**src/rtl/fifo_wr_arbiter.sv**
```systemverilog
// Shares the TX FIFO write port between the ALU result path (2 bytes, low first) and the register read path (1 byte).
// Define FIFO_WR_ARB_STATS_EN to build the saturating wfull stall counter; otherwise stall_cnt is tied to zero.
//
// state     | meaning
// ----------+------------------------------------------------------
// ST_IDLE   | no transfer; arbitrate alu_req / reg_req
// ST_ALU_LO | writing ALU result low byte (alu_ack high on entry)
// ST_ALU_HI | writing ALU result high byte
// ST_REG    | writing register byte (reg_ack high on entry)
module fifo_wr_arbiter #(
    parameter int DATA_WIDTH = 8
) (
    input  logic                    w_clk,
    input  logic                    w_rst,
    input  logic                    alu_req,
    input  logic [2*DATA_WIDTH-1:0] alu_data,
    output logic                    alu_ack,
    input  logic                    reg_req,
    input  logic [DATA_WIDTH-1:0]   reg_data,
    output logic                    reg_ack,
    input  logic                    wfull,
    output logic                    w_inc,
    output logic [DATA_WIDTH-1:0]   w_data,
    output logic                    busy,
    output logic [15:0]             stall_cnt
);

    typedef enum logic [1:0] {
        ST_IDLE   = 2'd0,
        ST_ALU_LO = 2'd1,
        ST_ALU_HI = 2'd2,
        ST_REG    = 2'd3
    } state_t;

    state_t                  state;
    state_t                  state_d;
    logic                    last_grant_alu;
    logic                    last_grant_alu_d;
    logic                    grant_alu;
    logic                    grant_reg;
    logic [2*DATA_WIDTH-1:0] data_q;
    logic [2*DATA_WIDTH-1:0] data_d;

    assign busy  = (state != ST_IDLE);
    assign w_inc = !w_rst && busy && !wfull;

    always_comb begin
        w_data = '0;
        case (state)
            ST_ALU_LO: w_data = data_q[DATA_WIDTH-1:0];
            ST_ALU_HI: w_data = data_q[2*DATA_WIDTH-1:DATA_WIDTH];
            ST_REG:    w_data = data_q[DATA_WIDTH-1:0];
            default:   w_data = '0;
        endcase
    end

    // last_grant only moves on a tie, so a lone request does not steal the next tie
    always_comb begin
        state_d          = state;
        last_grant_alu_d = last_grant_alu;
        grant_alu        = 1'b0;
        grant_reg        = 1'b0;
        data_d           = data_q;
        case (state)
            ST_IDLE: begin
                if (alu_req && (!reg_req || !last_grant_alu)) begin
                    grant_alu = 1'b1;
                    state_d   = ST_ALU_LO;
                    data_d    = alu_data;
                    if (reg_req) last_grant_alu_d = 1'b1;
                end else if (reg_req) begin
                    grant_reg = 1'b1;
                    state_d   = ST_REG;
                    data_d    = {{DATA_WIDTH{1'b0}}, reg_data};
                    if (alu_req) last_grant_alu_d = 1'b0;
                end
            end
            ST_ALU_LO: if (w_inc) state_d = ST_ALU_HI;
            ST_ALU_HI: if (w_inc) state_d = ST_IDLE;
            ST_REG:    if (w_inc) state_d = ST_IDLE;
            default:   state_d = ST_IDLE;
        endcase
    end

    always_ff @(posedge w_clk) begin
        if (w_rst) begin
            state          <= ST_IDLE;
            last_grant_alu <= 1'b0;
            data_q         <= '0;
            alu_ack        <= 1'b0;
            reg_ack        <= 1'b0;
        end else begin
            state          <= state_d;
            last_grant_alu <= last_grant_alu_d;
            data_q         <= data_d;
            alu_ack        <= grant_alu;
            reg_ack        <= grant_reg;
        end
    end

`ifdef FIFO_WR_ARB_STATS_EN
    logic [15:0] stall_q;

    always_ff @(posedge w_clk) begin
        if (w_rst) begin
            stall_q <= '0;
        end else if (busy && wfull && (stall_q != 16'hFFFF)) begin
            stall_q <= stall_q + 16'd1;
        end
    end

    assign stall_cnt = stall_q;
`else
    assign stall_cnt = 16'h0000;
`endif

endmodule

```
**config.mk**
```make
export PLATFORM = sky130hd
export DESIGN_NAME = fifo_wr_arbiter
export DESIGN_NICKNAME = d
export VERILOG_FILES = /design/src/rtl/fifo_wr_arbiter.sv
export SDC_FILE = /design/constraint.sdc
export NUM_CORES = 1
export LEC_CHECK = 0
export ABC_CLOCK_PERIOD_IN_PS = 2600
export BUFFER_PORTS_ARGS = -buffer_cell sky130_fd_sc_hd__buf_4
export CAP_MARGIN = 25
export CORE_ASPECT_RATIO = 0.6
export CORE_MARGIN = 4
export CORE_UTILIZATION = 47
export DETAILED_ROUTE_END_ITERATION = 7
export PLACE_DENSITY = 0.83
export SYNTH_ARGS = -nofsm -noshare
export SYNTH_HDL_FRONTEND = slang
export SYNTH_SLANG_ARGS = --single-unit
```
**constraint.sdc**
```tcl
create_clock -name w_clk -period 2.6 [get_ports w_clk]
set_input_delay 0 -clock w_clk [delete_from_list [all_inputs] [get_ports w_clk]]
set_output_delay 0 -clock w_clk [all_outputs]
set_load 0.02 [all_outputs]
```
Word-level counts from Yosys, hierarchy flattened. Cells that the tools add are included.

Equality and inequality tests: 6. Multiplexer cells: 14. Bitwise gates (word level): 1. Reductions and logical operators: 19.

Operators with widths (number): 2-to-1 mux 16 bit (2); one-hot mux 8 bit (2 select lines) (1); 2-to-1 mux 2 bit (4); 2-to-1 mux 1 bit (6); one-hot mux 2 bit (3 select lines) (1); AND reduction 3 bit (2); nonzero test 2 bit (3); OR reduction 2 bit (3); equality test 2 bit, second input constant (2); zero test 1 bit (4); logical AND 1 bit (3); != test 3 bit, second input constant (1); OR reduction 3 bit (1); equality test 2 x 1 -> 1 bit, second input constant (1); zero test 2 bit (1); != test 2 x 1 -> 1 bit, second input constant (1); != test 2 bit, second input constant (1); AND reduction 2 bit (1); logical OR 1 bit (1); NOT 1 bit (1).

Flip-flop bits (word level): 21. Bits of input ports: 29. Output and inout bits: 28. Word-level logic and storage cells: 45.

Logic depth before layout (Yosys ltp). Gate-level depths: netlist (run 1).

Word-level depth: 5. Gate-level depth with buffers: 4. Depth with buffers taken out: 3.

Worst setup path after synthesis (run 1). Ideal clock, no wire load.

Path kind: register to output. Start: register state[1]. End: output port w_data[0]. Arrival time: 1.216 ns. Slack: 1.384 ns. Cell stages (with the launch flop): 4. Cells stage by stage: dfxtp_1 -> clkbuf_1 -> nand2_1 -> o21ai_0.

Longest elaborated chain between the ends: 3.

RTL lines: start: declaration (line 35) `state_t state;`; start signal: assignment (line 93) `state <= state_d;`; equality test 2 bit or equality test 2 x 1 -> 1 bit (tied branches) (line 49) `case (state)`; OR reduction 2 bit (no line); one-hot mux 8 bit (2 select lines) (*) (line 49); end: declaration (line 23) `output logic [DATA_WIDTH-1:0] w_data,`.

Every way passes the cells marked *; elsewhere a longest branch is shown, timed or not.

Worst setup path after layout (run 1).
Start: register state[1]. End: register data_q[14].

Longest elaborated chain between the ends: 2.

RTL lines: zero test 2 bit (line 64) `case (state)`; AND reduction 2 bit (no line); end signal: assignment (line 95) `data_q <= data_d;`; end: declaration (line 41) `logic [2*DATA_WIDTH-1:0] data_q;`.

Every way passes these cells. A chain may end at the register's enable or synchronous reset.

==> qor.txt, run 1 <==
Run status -> complete, no violations
Mapped Cells -> 129
WL/cell -> 14.2 µm
Setup ws final -> 0.522 ns
Yosys warns -> 0
Synth Register Bits -> 21
Layout cells sized above 1 -> 27.2%
CTS tree -> yes
Highest metal used -> met4
Placed insts -> 191
Largest fanout on the critical path -> 14
CTS Sinks -> 21
First-pass GRT wire length -> 4720 µm
Nets@finish -> 203
P per Cell Area -> 600 mW/mm²
Final Hold Vio Count -> 0
Post-synth design cell area -> 0.00106 mm²
1st-iter DRT viols -> 121
Crit start category -> flip-flop
Post-DP HPWL -> 2060 µm
Setup TNS -> 0 ns
Clk pin slew, worst setup/hold paths -> 0.08 ns
Post-route ant nets -> 0
Setup WS pre-CTS -> 0.628 ns
Main combinational cell family by area after synthesis -> compound AO/OA/AOI/OAI gates
Routed WL -> 2890 µm
EDFF count, synth -> 0
Asr flop ratio synth -> 0%
Synth Area in Compound Gates -> 25.6%
Most frequent cells in the layout -> buf_4, nand2_1, dfxtp_1
Max Cap Violations -> 0
Top_reg_cell synth -> dfxtp_1
Worst Setup End Kind -> flip-flop
DR WL met2 -> 1320 µm
Reg area -> 420 µm²
Total gr overflow -> 0
Post-Synth Adder-Cell Area -> 0%
Post-cts resize count -> 0
Max Clk Rate -> 481 MHz
Initial antenna violation count -> 0
XOR/XNOR share of the synthesized area -> 0.823%
Post-Synth Simple-Gate Area -> 18.0%
Chip Width -> 69.4 µm
Clock Skew -> 0.00236 ns
Via density -> 5.31
Vias in the first global route -> 1040
# DRC -> 0
Min-Delay Path Depth -> 3
Multiplexer share of the synthesized area -> 0%
Max-Slew Margin vs Limit -> 40.1%
# diodes -> 0
Final non-filler cell total -> 203
R2r startpoint -> state[1]
Hold EP -> data_q[4]
Reg-to-reg critical path endpoint -> data_q[14]
RSZ-0062 raised after global routing -> false
I/O Buffers -> 40
Largest net degree at the start of global routing -> 21
Design Area, Final -> 0.00143 mm²
Root Driver -> clkbuf_8
Clock Latency Late Sink -> 0.27 ns
Hold Path Class -> in -> reg
Die ar. -> 0.00312 mm²
Vias post-DR -> 1077
Slew @ Worst Pin -> 0.896 ns
Worst-case vdd ir drop -> 0.000491 V
Slew Viols, Final -> 0
R2R depth -> 3
Multi-input logic area -> 533 µm²
Fill cell count -> 171
DP Area -> 0.00131 mm²
Starting density of the core -> 49.2%
CTS Buf Count -> 3
Leading cell type in the layout, fill and taps excluded -> buf_4
Cts hold-fix bufs -> 8
Syn-to-layout area delta -> 34.5%
Maximum clock path buffer count -> 2
Core area -> 0.00216 mm²
Final period util -> 79.9%
Die H -> 44.9 µm
IO Pins -> 57
Shortest period the worst path allows -> 2.08 ns
Critical path data arrival time -> 2.24 ns
Post-CTS setup buffer count -> 0
Crit Path Category -> reg -> reg
Critical Path RT -> 2.76 ns
LEAKAGE -> 0.000646 µW
Synthesized area per cell -> 8.25 µm²
Seq/Total Area, Yosys -> 39.5%
Wl on met1 -> 1190 µm
GRT Resource Usage Total -> 19.4%
R2r setup slk -> 0.52 ns
CTS H-tree lvls -> 1
Final Setup Violations -> 0
Rows -> 13
Wire length on met3 -> 328 µm
Hold Crit Start -> reg_data[4]
DR pass1 iterations -> 5
Gpl congestion -> 0.833
Cell variety after synth -> 25
==> how the worst max path moves through the flow <==
stage | start | to | slack [ns] | cells past startpoint
6_report | state[1] | data_q[14] | 0.52 | 3
5_1_grt | state[1] | data_q[14] | 0.32 | 3
4_1_cts | state[1] | data_q[11] | 0.63 | 3
3_5_place_dp | state[1] | data_q[9] | 0.63 | 3
3_3_place_gp | state[1] | data_q[12] | 0.76 | 3
2_1_floorplan | state[1] | w_data[0] | 1.38 | 3
==> worst max-delay path: stages, from the launching register on <==
cell and delay (ns):
dfxtp_1 0.45, nor2_1 0.74, a21oi_1 0.42, a22o_1 0.35
==> registers in the layout, summed over array words and instances, names as in the netlist <==
| register | cells |
|---|---|
| state | 2 |
| data_q | 16 |
| last_grant_alu | 1 |
| reg_ack | 1 |
| alu_ack | 1 |
==> metrics by stage <==
| step | power, µW | hold slack (ns) | util, % |
|---|---|---|---|
| after global placement | 625 | 0.211 | 60.4 |
| after CTS | 856 | 0.00490 | 66.2 |
| after floorplan | 565 | 0.0721 | - |
| after global routing | 900 | 0.0153 | 66.2 |
| final | 860 | 0.00226 | 66.2 |
| after detailed placement | 634 | 0.212 | 60.4 |
==> Yosys cell counts (2+ instances only) <==
cell type / n / share of area, %
clkbuf_1: 5 / 1.8
a311oi_1: 8 / 6.6
inv_1: 2 / 0.71
buf_2: 2 / 0.94
nand2_1: 32 / 11
nor2_1: 3 / 1.1
buf_4: 16 / 11
o21ai_0: 8 / 3.8
a22o_1: 8 / 6.6
dfxtp_1: 21 / 39
a21oi_1: 10 / 4.7
==> power by group <==
group,switching (µW),internal [µW]
clock,113,107
sequential,27.7,360
combinational,146,107
==> layout make-up <==
cell class / instances / share of cell area, %
Clock buffer: 3 / 2.88
Tap cell: 30 / 2.62
Clock inverter: 1 / 0.349
Inverter: 2 / 0.524
Sequential cell: 21 / 29.3
Timing Repair Buffer: 49 / 27.1
Multi-Input combinational cell: 97 / 37.2
==> cells by family after synthesis <==
kind of cell           Yosys count
flip-flops                      21
AO/OA/AOI/OAI                   39
AND/OR/NAND/NOR                 41
XOR/XNOR                         1
other                            1
buffers and inverters           26
==> routing by layer <==
metal / global-route usage, % / vias up
met1: 22.6 / 515
li1: - / 507
met2: 32.0 / 49
met3: 9.11 / 6
met4: 7.00 / 0
met5: 0 / -
No activity file was read; power rests on OpenSTA's default activity.
==> inputs of run 2 (changes only) <==
==> config.mk (replaced) <==
export PLATFORM = sky130hd
export DESIGN_NAME = fifo_wr_arbiter
export DESIGN_NICKNAME = d
export VERILOG_FILES = /design/src/rtl/fifo_wr_arbiter.sv
export SDC_FILE = /design/constraint.sdc
export NUM_CORES = 1
export LEC_CHECK = 0
export ABC_AREA = 1
export ABC_CLOCK_PERIOD_IN_PS = 1700
export BUFFER_PORTS_ARGS = -buffer_cell sky130_fd_sc_hd__buf_4
export CAP_MARGIN = 25
export CORE_ASPECT_RATIO = 0.6
export CORE_MARGIN = 4
export CORE_UTILIZATION = 41
export DETAILED_ROUTE_END_ITERATION = 7
export PLACE_DENSITY = 0.75
export SYNTH_ARGS = -nofsm -noshare
export SYNTH_HDL_FRONTEND = slang
export SYNTH_SLANG_ARGS = --single-unit
==> constraint.sdc (replaced) <==
create_clock -name w_clk -period 1.7 [get_ports w_clk]
set_input_delay 0 -clock w_clk [delete_from_list [all_inputs] [get_ports w_clk]]
set_output_delay 0 -clock w_clk [all_outputs]
set_load 0.02 [all_outputs]
==> run 2 against run 1 <==
Net effect:
- sequential power up 50%
- synthesized cell count up 44%
- first-iteration DRC count down 49%
- hold slack better by 0.0061 ns
- power up 56%
- critical path depth up 3
- clock skew up 0.0018 ns
- register-to-register slack worse by 0.08 ns
- sequential cell count unchanged
- largest cell class unchanged
- largest power group unchanged
==> qor.txt, run 2 <==
IO Pins -> 57 (unchanged)
Via density -> 4.29 (-19%)
DR pass1 iterations -> 4 (-1)
Post-DP HPWL -> 2090 µm (+1.4%)
Syn-to-layout area delta -> 31.4%
Total power -> 1340 µW (+56%)
Routed WL -> 2740 µm (-5.1%)
R2r setup slk -> 0.44 ns (-0.08 ns)
R2R depth -> 6 (+3)
Run status -> complete, no violations
Hold EP -> reg_ack
GRT Resource Usage Total -> 13.9% (-5.5 points)
Post-synth design cell area -> 0.00121 mm² (+14%)
Core area -> 0.00266 mm² (+23%)
Crit start category -> input port
Yosys top cell by area -> dfxtp_1
Max Cap Violations -> 0 (unchanged)
Largest register FFs -> 16 (unchanged)
R2r startpoint -> state[0]
Worst path buffer plus inverter count -> 4 (+4)
Initial antenna violation count -> 0 (unchanged)
I/O Buffers -> 40 (unchanged)
Slew Viols, Final -> 0 (unchanged)
Synthesized area per cell -> 6.53 µm² (-21%)
WL/cell -> 10.0 µm (-29%)
CTS tree -> yes
Min-Delay Path Depth -> 3 (unchanged)
Reg with most FFs -> data_q
Crit path cell chain -> dlygate4sd3_1 -> buf_4 -> inv_2 -> nand2_1 -> nor2_1 -> buf_4
Clock Latency Late Sink -> 0.26 ns (about the same)
Critical Path RT -> 1.70 ns (-1.06 ns)
Rows -> 14 (+1)
EDFF count, synth -> 0 (unchanged)
Mapped Cells -> 186 (+44%)
Seq/Total Area, Yosys -> 34.6% (-4.8 points)
P per Cell Area -> 842 mW/mm² (+40%)
Top_reg_cell synth -> dfxtp_1
Max Clk Rate -> 749 MHz
Asr flop ratio synth -> 0% (unchanged)
Final Setup Violations -> 0 (unchanged)
Clock Skew -> 0.00416 ns (+0.00180 ns)
Largest fanout on the critical path -> 18 (+4)
Shortest period the worst path allows -> 1.34 ns
Synth top area share -> 34.6% (-4.8 points)
Nets@finish -> 263 (+30%)
Most frequent cells in the layout -> nand2_1, buf_4, nor2_1
Chip Width -> 78.2 µm (+13%)
Slowest stage delay, CP -> 0.54 ns (-0.20 ns)
Critical path data arrival time -> 1.34 ns (-0.90 ns)
Count leader, synth -> nand2_1
CTS Sinks -> 21 (unchanged)
Total gr overflow -> 0 (unchanged)
Slowest stage cell, crit path -> dlygate4sd3_1
Post-CTS setup buffer count -> 0 (unchanged)
First-pass GRT wire length -> 4410 µm (-6.6%)
Hold Path Class -> in -> reg
Gpl congestion -> 0.829 (-0.47%)
Die H -> 50.1 µm (+12%)
CTS H-tree lvls -> 1 (unchanged)
Crit Path Category -> in -> out
RSZ-0062 raised after global routing -> false
Post-route ant nets -> 0 (unchanged)
Final Hold Vio Count -> 0 (unchanged)
LEAKAGE -> 0.000846 µW (+31%)
CTS Buf Count -> 3 (unchanged)
Layout cells sized above 1 -> 23.6% (-3.6 points)
Leading cell type in the layout, fill and taps excluded -> nand2_1
Ranking of synthesized cells by area -> dfxtp_1, nand2_1, buf_4, nand3_1, nor2_1
Yosys warns -> 0 (unchanged)
Cell variety after synth -> 19 (-24%)
Setup TNS -> 0 ns (unchanged)
Commonest cells post-synth -> nand2_1, nor2_1, nand3_1
Root Driver -> clkbuf_8
Clk pin slew, worst setup/hold paths -> 0.08 ns (about the same)
Largest net degree at the start of global routing -> 19 (-9.5%)
Hold WS -> 0.00838 ns (+0.00612 ns)
1st-iter DRT viols -> 62 (-49%)
CP delay by family, top -> buffers and inverters
Setup WS pre-CTS -> 0.468 ns (-0.160 ns)
Starting density of the core -> 45.6% (-3.6 points)
Synth Register Bits -> 21 (unchanged)
Post-cts resize count -> 0 (unchanged)
# diodes -> 0 (unchanged)
Vias post-DR -> 1171 (+8.7%)
Die ar. -> 0.00392 mm² (+26%)
Reg-to-reg critical path endpoint -> data_q[3]
Worst-case vdd ir drop -> 0.000520 V (+5.9%)
# DRC -> 0 (unchanged)
Largest regs -> data_q x16, state x2
CP dominant cell by count -> buf_4
Hold Crit Start -> reg_req
Vias in the first global route -> 1027 (-1.3%)
Maximum clock path buffer count -> 2 (unchanged)
Final period util -> 78.6%
Worst Setup End Kind -> output pin
Setup ws final -> 0.364 ns (-0.157 ns)
run 2: cell count changes in the layout (fill, tap and decap cells not counted), sizes merged, moves of 8 or more:
| cell | previous run | this run |
|---|---|---|
| nor2 | 3 | 33 |
| a22o | 8 | 0 |
| inv | 2 | 22 |
| nand3 | 0 | 25 |
| nand2 | 32 | 50 |
| a21oi | 10 | 2 |
| a311oi | 8 | 0 |
run 2: power by group:
group	internal, µW	leakage, µW	switching (µW)
sequential	547	0.000173	33.6
clock	167	0.0000228	161
combinational	167	0.000650	267
total	881	0.000846	462
run 2: timing repair:
item / in CTS / in global routing
hold buffers: 9 / 0
hold endpoints to repair: 10 / 0
setup endpoints to repair: 0 / 0
run 2: worst max path at each step:
stage | endpoint | cells past startpoint | start
4_1_cts | w_inc | 6 | w_rst
6_report | w_inc | 6 | w_rst
2_1_floorplan | data_q[0] | 7 | state[1]
3_5_place_dp | data_q[3] | 6 | state[0]
5_1_grt | w_inc | 6 | w_rst
3_3_place_gp | data_q[2] | 6 | state[0]
run 2: cell families after synthesis:
family	share of synthesized area, %
simple gates	40.0
compound gates	5.05
flops	34.6
other cells	0.309
buf+inv	20.0
run 2: metrics by stage:
| stage | utilization (%) | cells | instance area, µm² |
|---|---|---|---|
| floorplan | - | 201 | 1270 |
| global placement | 54.8 | 260 | 1460 |
| detailed placement | 54.8 | 260 | 1460 |
| CTS | 59.9 | 273 | 1600 |
| global route | 59.9 | 273 | 1600 |
| finish | 59.9 | 273 | 1600 |
run 2: cell type report:
| cell class | count | area (µm²) |
|---|---|---|
| fillers | 278 | 1070 |
| multi-input cells | 137 | 607 |
| flip-flops and latches | 21 | 420 |
| repair buffers | 49 | 390 |
| inverters | 22 | 82.6 |
| well taps | 40 | 50.0 |
| clock buffers | 4 | 45.0 |
run 2: worst reg2reg max path, cell delays in order (launching register included):
cell and delay (ns):
dfxtp_1 0.37, inv_2 0.25, nand2_4 0.12, nor2_4 0.20
nand2_1 0.08, nor2_1 0.09, nor2_1 0.04
run 2: routing by layer:
layer,vias up,GRT usage [%],wire (µm)
met5,-,0,0
met4,0,0.872,0
met3,0,5.54,192
met2,34,21.9,1220
met1,501,19.1,1330
li1,636,-,-
